<file path="config.mk">
export PLATFORM = sky130hd
export DESIGN_NAME = shifter_planar_packer_flat
export DESIGN_NICKNAME = d
export VERILOG_FILES = /design/src/rtl/shifter_pkg.sv /design/src/rtl/shifter_planar_packer_if.sv /design/src/rtl/shifter_plane_acc.sv /design/src/rtl/shifter_planar_packer.sv /design/src/flat_wrapper.sv
export SDC_FILE = /design/constraint.sdc
export NUM_CORES = 1
export LEC_CHECK = 0
export ABC_AREA = 1
export BUFFER_PORTS_ARGS = -buffer_cell sky130_fd_sc_hd__buf_2
export CAP_MARGIN = 15
export CELL_PAD_IN_SITES_DETAIL_PLACEMENT = 2
export CELL_PAD_IN_SITES_GLOBAL_PLACEMENT = 2
export CORE_UTILIZATION = 35
export CTS_BUF_LIST = sky130_fd_sc_hd__clkbuf_16
export DETAILED_ROUTE_END_ITERATION = 10
export GPL_ROUTABILITY_DRIVEN = 0
export PLACE_DENSITY = 0.81
export SLEW_MARGIN = 20
export SYNTH_ARGS = -nofsm -noshare
export SYNTH_HDL_FRONTEND = slang
export SYNTH_SLANG_ARGS = --single-unit
</file>
<file path="constraint.sdc">
create_clock -name clk32 -period 5.3 [get_ports clk32]
set_input_delay 0.265 -clock clk32 [delete_from_list [all_inputs] [get_ports clk32]]
set_output_delay 0.265 -clock clk32 [all_outputs]
set_load 0.005 [all_outputs]
</file>
<file path="src/rtl/shifter_pkg.sv">
// Shared encodings for the planar packer: rez codes, per-rez word count, emit FSM states.
package shifter_pkg;

  localparam logic [1:0] REZ_LOW  = 2'b00;
  localparam logic [1:0] REZ_MID  = 2'b01;
  localparam logic [1:0] REZ_HIGH = 2'b10;

  typedef enum logic [0:0] {
    IDLE = 1'b0,
    EMIT = 1'b1
  } emit_state_e;

  // Number of bitplane words a 16-pixel group occupies in memory for a given rez.
  function automatic logic [2:0] words_per_rez(input logic [1:0] rez);
    case (rez)
      REZ_LOW:  return 3'd4;
      REZ_MID:  return 3'd2;
      REZ_HIGH: return 3'd1;
      default:  return 3'd1;
    endcase
  endfunction

endpackage

</file>
<file path="src/rtl/shifter_planar_packer_if.sv">
// Pixel input side and plane-word output stream of the planar packer.
interface shifter_planar_packer_if;

  logic        pixClkEn;
  logic        DE;
  logic [1:0]  rez;
  logic [3:0]  color_index;
  logic [15:0] dout;
  logic        dout_valid;
  logic [1:0]  dout_plane;
  logic        dout_last;
  logic        dout_ready;
  logic        ovf_clr;
  logic        overflow;
  logic        busy;

  // Pixel source / word consumer side.
  modport master (
    output pixClkEn, DE, rez, color_index, dout_ready, ovf_clr,
    input  dout, dout_valid, dout_plane, dout_last, overflow, busy
  );

  // Packer side.
  modport slave (
    input  pixClkEn, DE, rez, color_index, dout_ready, ovf_clr,
    output dout, dout_valid, dout_plane, dout_last, overflow, busy
  );

endinterface

</file>
<file path="src/rtl/shifter_plane_acc.sv">
// Four 16-bit plane shift registers with pixel counter, per-group rez latch and
// zero-filled flush of a partial group when DE falls.
module shifter_plane_acc
  import shifter_pkg::*;
#(
  parameter bit FLUSH_ON_DE = 1'b1
) (
  input  logic        clk32,
  input  logic        reset,
  input  logic        pix_en,
  input  logic        de,
  input  logic [1:0]  rez,
  input  logic [3:0]  color_index,
  output logic        group_done,
  output logic [63:0] group_bits,
  output logic [2:0]  group_words,
  output logic        partial
);

  logic [15:0] pl      [4];
  logic [15:0] pl_next [4];
  logic [3:0]  count;
  logic [1:0]  rez_q;
  logic        de_q;
  logic [1:0]  eff_rez;
  logic        de_fall;
  logic        do_flush;
  logic [4:0]  fill_sh;

  // Next plane contents, group completion and the zero-filled flush image.
  always_comb begin
    // NOTE: every always_comb output gets a default first so no path infers a latch.
    eff_rez     = (count == 4'd0) ? rez : rez_q;
    de_fall     = de_q & ~de;
    do_flush    = FLUSH_ON_DE && de_fall && (count != 4'd0);
    fill_sh     = 5'd16 - {1'b0, count};
    group_done  = (pix_en && (count == 4'd15)) || do_flush;
    group_words = words_per_rez(eff_rez);
    partial     = (count != 4'd0);
    group_bits  = '0;
    for (int p = 0; p < 4; p++) begin
      // Planes beyond the rez's word count also shift; their contents are never emitted.
      pl_next[p] = {pl[p][14:0], color_index[p]};
      group_bits[p*16 +: 16] = do_flush ? (pl[p] << fill_sh) : pl_next[p];
    end
  end

  // Shift accepted pixels in MSB-first, count them, latch rez at the first pixel of a group.
  always_ff @(posedge clk32 or posedge reset) begin
    if (reset) begin
      // NOTE: the plane registers are small and cleared on reset so no stale bits survive an abort.
      pl    <= '{default: '0};
      count <= '0;
      rez_q <= REZ_LOW;
      de_q  <= 1'b0;
    end else begin
      // NOTE: state uses non-blocking assignments so every register sees pre-edge values.
      de_q <= de;
      if (pix_en) begin
        for (int p = 0; p < 4; p++) pl[p] <= pl_next[p];
        count <= count + 4'd1;
        if (count == 4'd0) rez_q <= rez;
      end else if (de_fall) begin
        count <= '0;
      end
    end
  end

endmodule

</file>
<file path="src/rtl/shifter_planar_packer.sv">
// Packs 4-bit colour indices into interleaved bitplane words and streams them
// plane 0 first over a valid/ready port, with a one-group holding buffer.
module shifter_planar_packer
  import shifter_pkg::*;
#(
  parameter bit FLUSH_ON_DE = 1'b1
) (
  input  logic clk32,
  input  logic reset,
  shifter_planar_packer_if.slave bus
);

  localparam logic [0:0] ST_IDLE = IDLE;
  localparam logic [0:0] ST_EMIT = EMIT;

  logic        group_done;
  logic [63:0] group_bits;
  logic [2:0]  group_words;
  logic        partial;

  logic [0:0]  state;
  logic [15:0] hold [4];
  logic [2:0]  n_words;
  logic [1:0]  k;
  logic        overflow_q;

  logic        emitting;
  logic        last_word;
  logic        xfer;
  logic        last_xfer;
  logic        capture;

  shifter_plane_acc #(
    .FLUSH_ON_DE (FLUSH_ON_DE)
  ) u_acc (
    .clk32       (clk32),
    .reset       (reset),
    .pix_en      (bus.pixClkEn & bus.DE),
    .de          (bus.DE),
    .rez         (bus.rez),
    .color_index (bus.color_index),
    .group_done  (group_done),
    .group_bits  (group_bits),
    .group_words (group_words),
    .partial     (partial)
  );

  // Handshake decode: a new group is taken when idle or as the last word leaves.
  always_comb begin
    emitting  = (state == ST_EMIT);
    last_word = ({1'b0, k} == (n_words - 3'd1));
    xfer      = emitting & bus.dout_ready;
    last_xfer = xfer & last_word;
    capture   = group_done & (~emitting | last_xfer);
  end

  assign bus.dout       = emitting ? hold[k] : 16'h0000;
  assign bus.dout_valid = emitting;
  assign bus.dout_plane = k;
  assign bus.dout_last  = emitting & last_word;
  assign bus.overflow   = overflow_q;
  assign bus.busy       = emitting | partial;

  // Emit FSM: load holding buffer on capture, step plane index on each transfer.
  always_ff @(posedge clk32 or posedge reset) begin
    if (reset) begin
      state   <= ST_IDLE;
      hold    <= '{default: '0};
      n_words <= '0;
      k       <= '0;
    end else if (capture) begin
      for (int p = 0; p < 4; p++) hold[p] <= group_bits[p*16 +: 16];
      n_words <= group_words;
      k       <= '0;
      state   <= ST_EMIT;
    end else if (last_xfer) begin
      state <= ST_IDLE;
      k     <= '0;
    end else if (xfer) begin
      k <= k + 2'd1;
    end
  end

  // Sticky overflow for groups dropped while the buffer is occupied; set beats clear.
  always_ff @(posedge clk32 or posedge reset) begin
    if (reset) begin
      overflow_q <= 1'b0;
    end else if (group_done && !capture) begin
      overflow_q <= 1'b1;
    end else if (bus.ovf_clr) begin
      overflow_q <= 1'b0;
    end
  end

endmodule

</file>
<file path="src/flat_wrapper.sv">
// flat-port wrapper written by rule: the top's interface ports become plain ports
module shifter_planar_packer_flat import shifter_pkg::*;
#(
  parameter bit FLUSH_ON_DE = 1'b1
)
  (clk32, reset, bus_pixClkEn, bus_DE, bus_rez, bus_color_index, bus_dout_ready, bus_ovf_clr, bus_dout, bus_dout_valid, bus_dout_plane, bus_dout_last, bus_overflow, bus_busy);
  shifter_planar_packer_if bus_i ();
  input  logic clk32;
  input  logic reset;
  input wire logic [$bits(bus_i.pixClkEn)-1:0] bus_pixClkEn;
  input wire logic [$bits(bus_i.DE)-1:0] bus_DE;
  input wire logic [$bits(bus_i.rez)-1:0] bus_rez;
  input wire logic [$bits(bus_i.color_index)-1:0] bus_color_index;
  input wire logic [$bits(bus_i.dout_ready)-1:0] bus_dout_ready;
  input wire logic [$bits(bus_i.ovf_clr)-1:0] bus_ovf_clr;
  output wire logic [$bits(bus_i.dout)-1:0] bus_dout;
  output wire logic [$bits(bus_i.dout_valid)-1:0] bus_dout_valid;
  output wire logic [$bits(bus_i.dout_plane)-1:0] bus_dout_plane;
  output wire logic [$bits(bus_i.dout_last)-1:0] bus_dout_last;
  output wire logic [$bits(bus_i.overflow)-1:0] bus_overflow;
  output wire logic [$bits(bus_i.busy)-1:0] bus_busy;
  assign bus_i.pixClkEn = bus_pixClkEn;
  assign bus_i.DE = bus_DE;
  assign bus_i.rez = bus_rez;
  assign bus_i.color_index = bus_color_index;
  assign bus_i.dout_ready = bus_dout_ready;
  assign bus_i.ovf_clr = bus_ovf_clr;
  assign bus_dout = bus_i.dout;
  assign bus_dout_valid = bus_i.dout_valid;
  assign bus_dout_plane = bus_i.dout_plane;
  assign bus_dout_last = bus_i.dout_last;
  assign bus_overflow = bus_i.overflow;
  assign bus_busy = bus_i.busy;
  shifter_planar_packer #(.FLUSH_ON_DE(FLUSH_ON_DE)) u_core (.clk32(clk32), .reset(reset), .bus(bus_i));
endmodule
</file>
==> reports/metrics.csv, run 1 <==
stage;metric;value;unit
run_status;outcome;complete, but fails checks;
run_status;failed_checks;negative hold slack;
floorplanning;coreArea;0.0259;sq mm
clock_network;clockBufferDepth;2;
yosys;yosysSeqAreaShare;38.6;%
detailed_routing;drc_errors;0;
detailed_routing;vias;9883;
finish;multi_input_area;0.00482;sq mm
power;pwr-share-clk;23.0;%
clock_network;ctsRootBufferMaster;clkbuf_16;
finish;seqCellArea;0.00355;sq mm
sta;maxSlewViolCount;0;
clock_network;clkTransAtPathRegs;0.07;ns
yosys;synth_mux_area_share;0;%
yosys;synth_xor_area_share;0.0950;%
worst_setup_path;r2r_start;u_core.u_acc.count[0];
global_routing;grt_max_degree;91;
power;p_sw;2.72;mW
worst_setup_path;critPathCaptureType;flop;
global_routing;grt-ovfl-total;0;
sta;max_freq;0.303;GHz
yosys;synth_cells;1454;
worst_setup_path;worstSetupStartpointType;input pin;
floorplanning;dieWidth;164;um
yosys;synth_area_leaders;dfrtp_1 (39%), nand2_1 (24%), nand3_1 (12%), o21ai_0 (6.7%), nor2_1 (4.6%);
clock_network;cts_resized;0;
sta;hold_viol_final;4;
sta;setup_violations;0;
global_routing;antenna_found_initial;0;
detailed_routing;wl;37800;um
power;netSwitchingFraction;48.4;%
sta;period_needed;3.30;ns
job;drv_cap;0;
yosys;yosys.area.top_type;dfrtp_1;
yosys;synth_compound_area_share;10.0;%
yosys;avgSynthCellArea;6.34;sq um
yosys;synth.most_common_cell;nand2_1;
power;ir_worst_vdd;0.394;mV
yosys;synth_cell_types;27;
detailed_routing;vias_per_cell;5.58;
detailed_routing;drt-initial-drc-count;895;
floorplanning;ioPinCount;34;
power;power.leakage;5.05;nW
power;seq_power_share;30.6;%
worst_setup_path;criticalPathCategory;in2reg;
place;portBuffers;33;
detailed_routing;ant_nets;0;
hold_path;hp-class;in2async;
global_routing;grtUsageTotal;28.8;%
detailed_routing;wire_per_inst;21.3;um
clock_network;insertion_delay;0.44;ns
finish;antennaDiodeCount;0;
clock_network;cts.sinks;142;
global_routing;grt_pass1_vias;10200;
sta;timing.hold.ws;-0.0161;ns
clock_network;cts_tree;done;
floorplanning;num_rows;59;
yosys;synthFlopType;dfrtp_1;
yosys;synth_fa_ha_area_share;0.407;%
worst_setup_path;crit_required;5.58;ns
yosys;synth_edf_count;0;
yosys;netlist.area_leader.share;38.6;%
sta;skew;0.0121;ns
sta;max_slew_margin;32.2;%
clock_network;cts_made_buffers;17;
yosys;ys_top_cells_by_count;nand2_1 (595), nand3_1 (212), dfrtp_1 (142), o21ai_0 (123), nor2_1 (112);
floorplanning;die_y;164;um
place;hpwlAfterDp;25500;um
yosys;syn_area;0.00922;sq mm
worst_setup_path;path_max_fanout;56;
yosys;yosys.area_share.simple;41.5;%
detailed_routing;dr.pass1.iters;5;
finish;areaGrowthSynthToFinish;8.89;%
worst_setup_path;crit_arrival;3.58;ns
floorplanning;start_util;35.6;%
yosys;syn_nets;1469;
sta;rsz0062_at_grt;no;
sta;tightest_slew;1.02;ns
clock_network;htreeDepth;4;
sta;finalSetupTns;0;ns
floorplanning;dieArea;0.0270;sq mm
power;intPower;2.90;mW
worst_setup_path;critPathLaunch;bus_DE;
power;powerDensity;560;mW/mm^2
yosys;ys_async_sr_fraction;100;%
yosys;synth-seq-cells;142;
yosys;ys_warn_count;0;
finish;nNetsFinal;1439;
power;pwr-share-comb;46.4;%
finish;drive_gt1_share;6.89;%
yosys;synth_top_family_by_area;simple AND/OR/NAND/NOR gates;
global_routing;grt_pass1_wl;59000;um
finish;fill_cells;3195;
sta;period_share;62.3;%
[per-stage QoR]
stage / utilization [%] / area, sq um / cells / setup slack (ns) / power [mW]
2_1_floorplan: - / 9220 / 1454 / 1.23 / 3.37
3_3_place_gp: 36.4 / 9430 / 1739 / 2.39 / 4.14
3_5_place_dp: 36.4 / 9430 / 1739 / 2.12 / 4.27
4_1_cts: 38.7 / 10000 / 1772 / 2.08 / 5.63
5_1_grt: 38.7 / 10000 / 1772 / 1.80 / 6.01
6_report: 38.7 / 10000 / 1772 / 2.00 / 5.62
[cells by family (layout without fill, tap and decap cells)]
family	count (synthesis)	in the layout
AND/OR/NAND/NOR	934	934
buffers and inverters	195	178
AO/OA/AOI/OAI	179	179
flip-flops	142	142
adder cells (fa/ha/maj)	3	3
XOR/XNOR	1	1
[power groups by stage]
stage               Combinational, mW  Clock (mW)  Sequential (mW)
finish                           2.61        1.29             1.72
global route                     2.91        1.35             1.76
CTS                              2.60        1.31             1.72
detailed placement               2.55           0             1.73
global placement                 2.43           0             1.71
floorplan                        1.76           0             1.60
[repair_timing]
action	in CTS	in global routing
setup buffers	0	0
hold buffers	1	0
hold endpoints to repair	1	0
[flip-flops by register name, summed over array words and instances, names as in the netlist]
register,flops
u_core.hold,64
u_core.u_acc.pl,64
u_core.n_words,3
u_core.bus.overflow,1
u_core.u_acc.count,4
u_core.bus.dout_valid,1
u_core.u_acc.de_q,1
u_core.u_acc.rez_q,2
u_core.bus.dout_plane,2
[worst paths after layout]
check,end,cells after the start,slack [ns]
min in group clk32,u_core.bus.overflow,2,0.01
hold / removal,u_core.n_words[0],2,-0.02
max in group asynchronous,u_core.u_acc.pl[2],3,4.04
setup reg to reg,u_core.hold[1],10,2.08
setup / recovery,u_core.hold[1],10,2.00
hold reg to reg,u_core.u_acc.pl[47],2,0.49
[final cells by class]
| type | count | share of cell area, % |
|---|---|---|
| multi-input cells | 1117 | 48.0 |
| flip-flops and latches | 142 | 35.4 |
| clock buffers | 17 | 4.24 |
| well taps | 335 | 4.18 |
| inverters | 100 | 3.79 |
| repair buffers | 46 | 2.64 |
| clock inverters | 15 | 1.72 |
[layout by cell type (no fill, tap or decap), types with 2 or more instances in the layout]
cell	instances
inv_2	8
buf_4	12
buf_2	33
o21ai_1	9
nand3_1	212
nor2_1	111
inv_1	91
nand4_1	5
inv_8	3
or2_2	2
nand2_2	3
o211ai_1	4
clkinvlp_4	3
dfrtp_1	141
o21ai_0	123
nand2_1	594
nand2_4	3
inv_6	6
a21oi_1	32
o22ai_1	9
bufinv_16	2
ha_1	2
clkbuf_16	17
[routing by layer]
metal	vias up	GRT usage (%)	share of wire (%)
met2	193	45.5	46
li1	4569	-	-
met5	-	0	0
met4	0	7.91	1.9
met3	55	4.42	3.9
met1	5066	40.5	48
[critical path, stage by stage]
cell and delay, ns:
dlygate4sd3_1 0.51, buf_2 0.14, nand2_4 0.30, inv_2 0.56, nand3_1 0.15, nand2_1 0.47
inv_2 0.17, a21oi_4 0.14, buf_4 0.49, o21ai_0 0.24
(Power assumes the default switching activity.)
==> inputs of run 2 (changes only) <==
- clock period: 5.3 -> 3.44 ns (I/O delays scaled with it)
==> reports/metrics.csv, run 2 (same netlist as run 1, synthesis figures left out) <==
stage;metric;value;unit;change
power;power.leakage;5.07;nW;+0.49%
sta;period_share;81.4;%;
global_routing;grt_pass1_vias;10400;;+1.7%
worst_setup_path;crit_arrival;3.16;ns;-0.42 ns
sta;maxSlewViolCount;0;;unchanged
sta;timing.hold.ws;-0.0600;ns;-0.0439 ns
floorplanning;coreArea;0.0259;sq mm;unchanged
clock_network;cts_resized;0;;unchanged
finish;final_common_cell;nand2_1;;
power;ir_worst_vdd;0.628;mV;+60%
detailed_routing;dr.pass1.iters;5;;unchanged
clock_network;cts_made_buffers;17;;unchanged
floorplanning;start_util;35.6;%;unchanged
sta;setup_violations;0;;unchanged
worst_setup_path;worstSetupStartpointType;flop;;
global_routing;grt-ovfl-total;0;;unchanged
floorplanning;dieWidth;164;um;unchanged
clock_network;insertion_delay;0.44;ns;about the same
detailed_routing;vias_per_cell;5.51;;-1.2%
detailed_routing;wire_per_inst;21.1;um;-0.79%
sta;skew;0.0130;ns;+0.000945 ns
detailed_routing;wl;37700;um;-0.23%
detailed_routing;drc_errors;0;;unchanged
clock_network;clkTransAtPathRegs;0.08;ns;about the same
run_status;failed_checks;negative hold slack;;
sta;max_slew_margin;32.0;%;-0.19 points
worst_setup_path;criticalPathCategory;reg2reg;;
sta;tightest_slew;1.02;ns;+0.00286 ns
worst_setup_path;reg2regPathDepth;11;;+1
clock_network;cts.sinks;142;;unchanged
sta;finalSetupTns;0;ns;unchanged
global_routing;grt_pass1_wl;59500;um;+0.96%
run_status;outcome;complete, but fails checks;;
clock_network;ctsRootBufferMaster;clkbuf_16;;
finish;fin_area;0.0101;sq mm;+0.42%
global_routing;use_met3;5.43;%;+1.0 points
finish;reg_top3;u_core.hold (64), u_core.u_acc.pl (64), u_core.u_acc.count (4);;
global_routing;grt_use_met1;39.2;%;-1.3 points
place;hpwlAfterDp;24900;um;-2.5%
finish;finalNonFillerCells;1782;;+0.56%
sta;hold_viol_final;20;;+16
job;drv_cap;0;;unchanged
detailed_routing;ant_nets;0;;unchanged
sta;rsz0062_at_grt;no;;
worst_setup_path;path_max_fanout;63;;+13%
global_routing;grtUsageTotal;29.1;%;+0.31 points
sta;max_freq;0.357;GHz;
global_routing;antenna_found_initial;3;;+3
floorplanning;dieArea;0.0270;sq mm;unchanged
detailed_routing;vias;9822;;-0.62%
worst_setup_path;critPathCaptureType;flop;;
finish;nNetsFinal;1447;;+0.56%
floorplanning;num_rows;59;;unchanged
floorplanning;ioPinCount;34;;unchanged
hold_path;hp-class;in2async;;
detailed_routing;drt-initial-drc-count;693;;-23%
finish;fin_util;38.9;%;+0.16 points
place;portBuffers;33;;unchanged
floorplanning;die_y;164;um;unchanged
clock_network;htreeDepth;4;;unchanged
clock_network;clockBufferDepth;2;;unchanged
global_routing;met2_usage;47.4;%;+1.9 points
place;placed_cell_area;0.00950;sq mm;+0.78%
finish;drive_gt1_share;7.27;%;+0.38 points
clock_network;cts_tree;done;;
global_routing;gr-max-usage-layer;met2;;
global_routing;grt_max_degree;143;;+57%
finish;final_cell_mix;nand2_1 (594), nand3_1 (212), dfrtp_1 (141);;
power;powerDensity;852;mW/mm^2;+52%
sta;period_needed;2.80;ns;
worst_setup_path;crit_required;3.80;ns;-1.78 ns
place;dp.cells;1746;;+0.40%
finish;areaGrowthSynthToFinish;9.35;%;
run 2: cell count changes in the layout (fill, tap and decap cells not counted), sizes merged:
cell / delta
clkinvlp: +1
buf: +7
dlygate4sd3: +1
clkinv: +2
bufinv: -2
inv: -1
diode: +2
run 2: metal layers:
layer	routed length, um	up-vias
met5	12	-
met4	583	2
met3	2050	45
met2	17600	222
met1	17400	4961
li1	-	4592
run 2: critical path: stages (launching register included):
cell     delay [ns]
dfrtp_2        0.37
buf_4          0.57
ha_1           0.29
nand2_1        0.07
inv_1          0.09
nand3_1        0.09
nand2_1        0.20
inv_2          0.11
a21oi_4        0.11
buf_4          0.49
nand2_1        0.19
o21ai_0        0.11
run 2: power breakdown:
| part | internal [mW] | total (mW) | switching (mW) |
|---|---|---|---|
| combinational | 1.22 | 4.11 | 2.89 |
| sequential | 2.19 | 2.63 | 0.440 |
| clock | 0.948 | 1.85 | 0.904 |
run 2: per-stage QoR:
step / total power, mW / worst slack (ns)
after CTS: 8.60 / 0.607
after detailed placement: 6.61 / 0.721
after floorplan: 5.19 / 1.20
after global placement: 6.41 / 0.826
after global routing: 9.17 / 0.410
final: 8.59 / 0.639
run 2: final timing paths:
kind                                       start                     to  slack [ns]
setup / recovery           u_core.u_acc.count[0]         u_core.hold[3]        0.64
hold / removal                             reset    u_core.bus.overflow       -0.06
setup reg to reg           u_core.u_acc.count[0]         u_core.hold[3]        0.64
hold reg to reg                  u_core.hold[17]        u_core.hold[17]        0.49
max in group asynchronous                  reset  u_core.u_acc.count[0]        2.89
min in group clk32            bus_color_index[3]     u_core.u_acc.pl[0]        0.06
run 2: layout make-up:
type,count,area (sq um)
diodes,2,5.00
clock buffers,17,425
clock inverters,15,126
fillers,3195,15800
inverters,100,379
multi-input cells,1117,4820
flip-flops and latches,142,3550
well taps,335,419
repair buffers,54,353
run 2: repair_timing:
item | 4_1_cts | 5_1_grt
endpoints found under the hold margin | 2 | 0
setup buffers | 0 | 0
hold buffers | 2 | 0
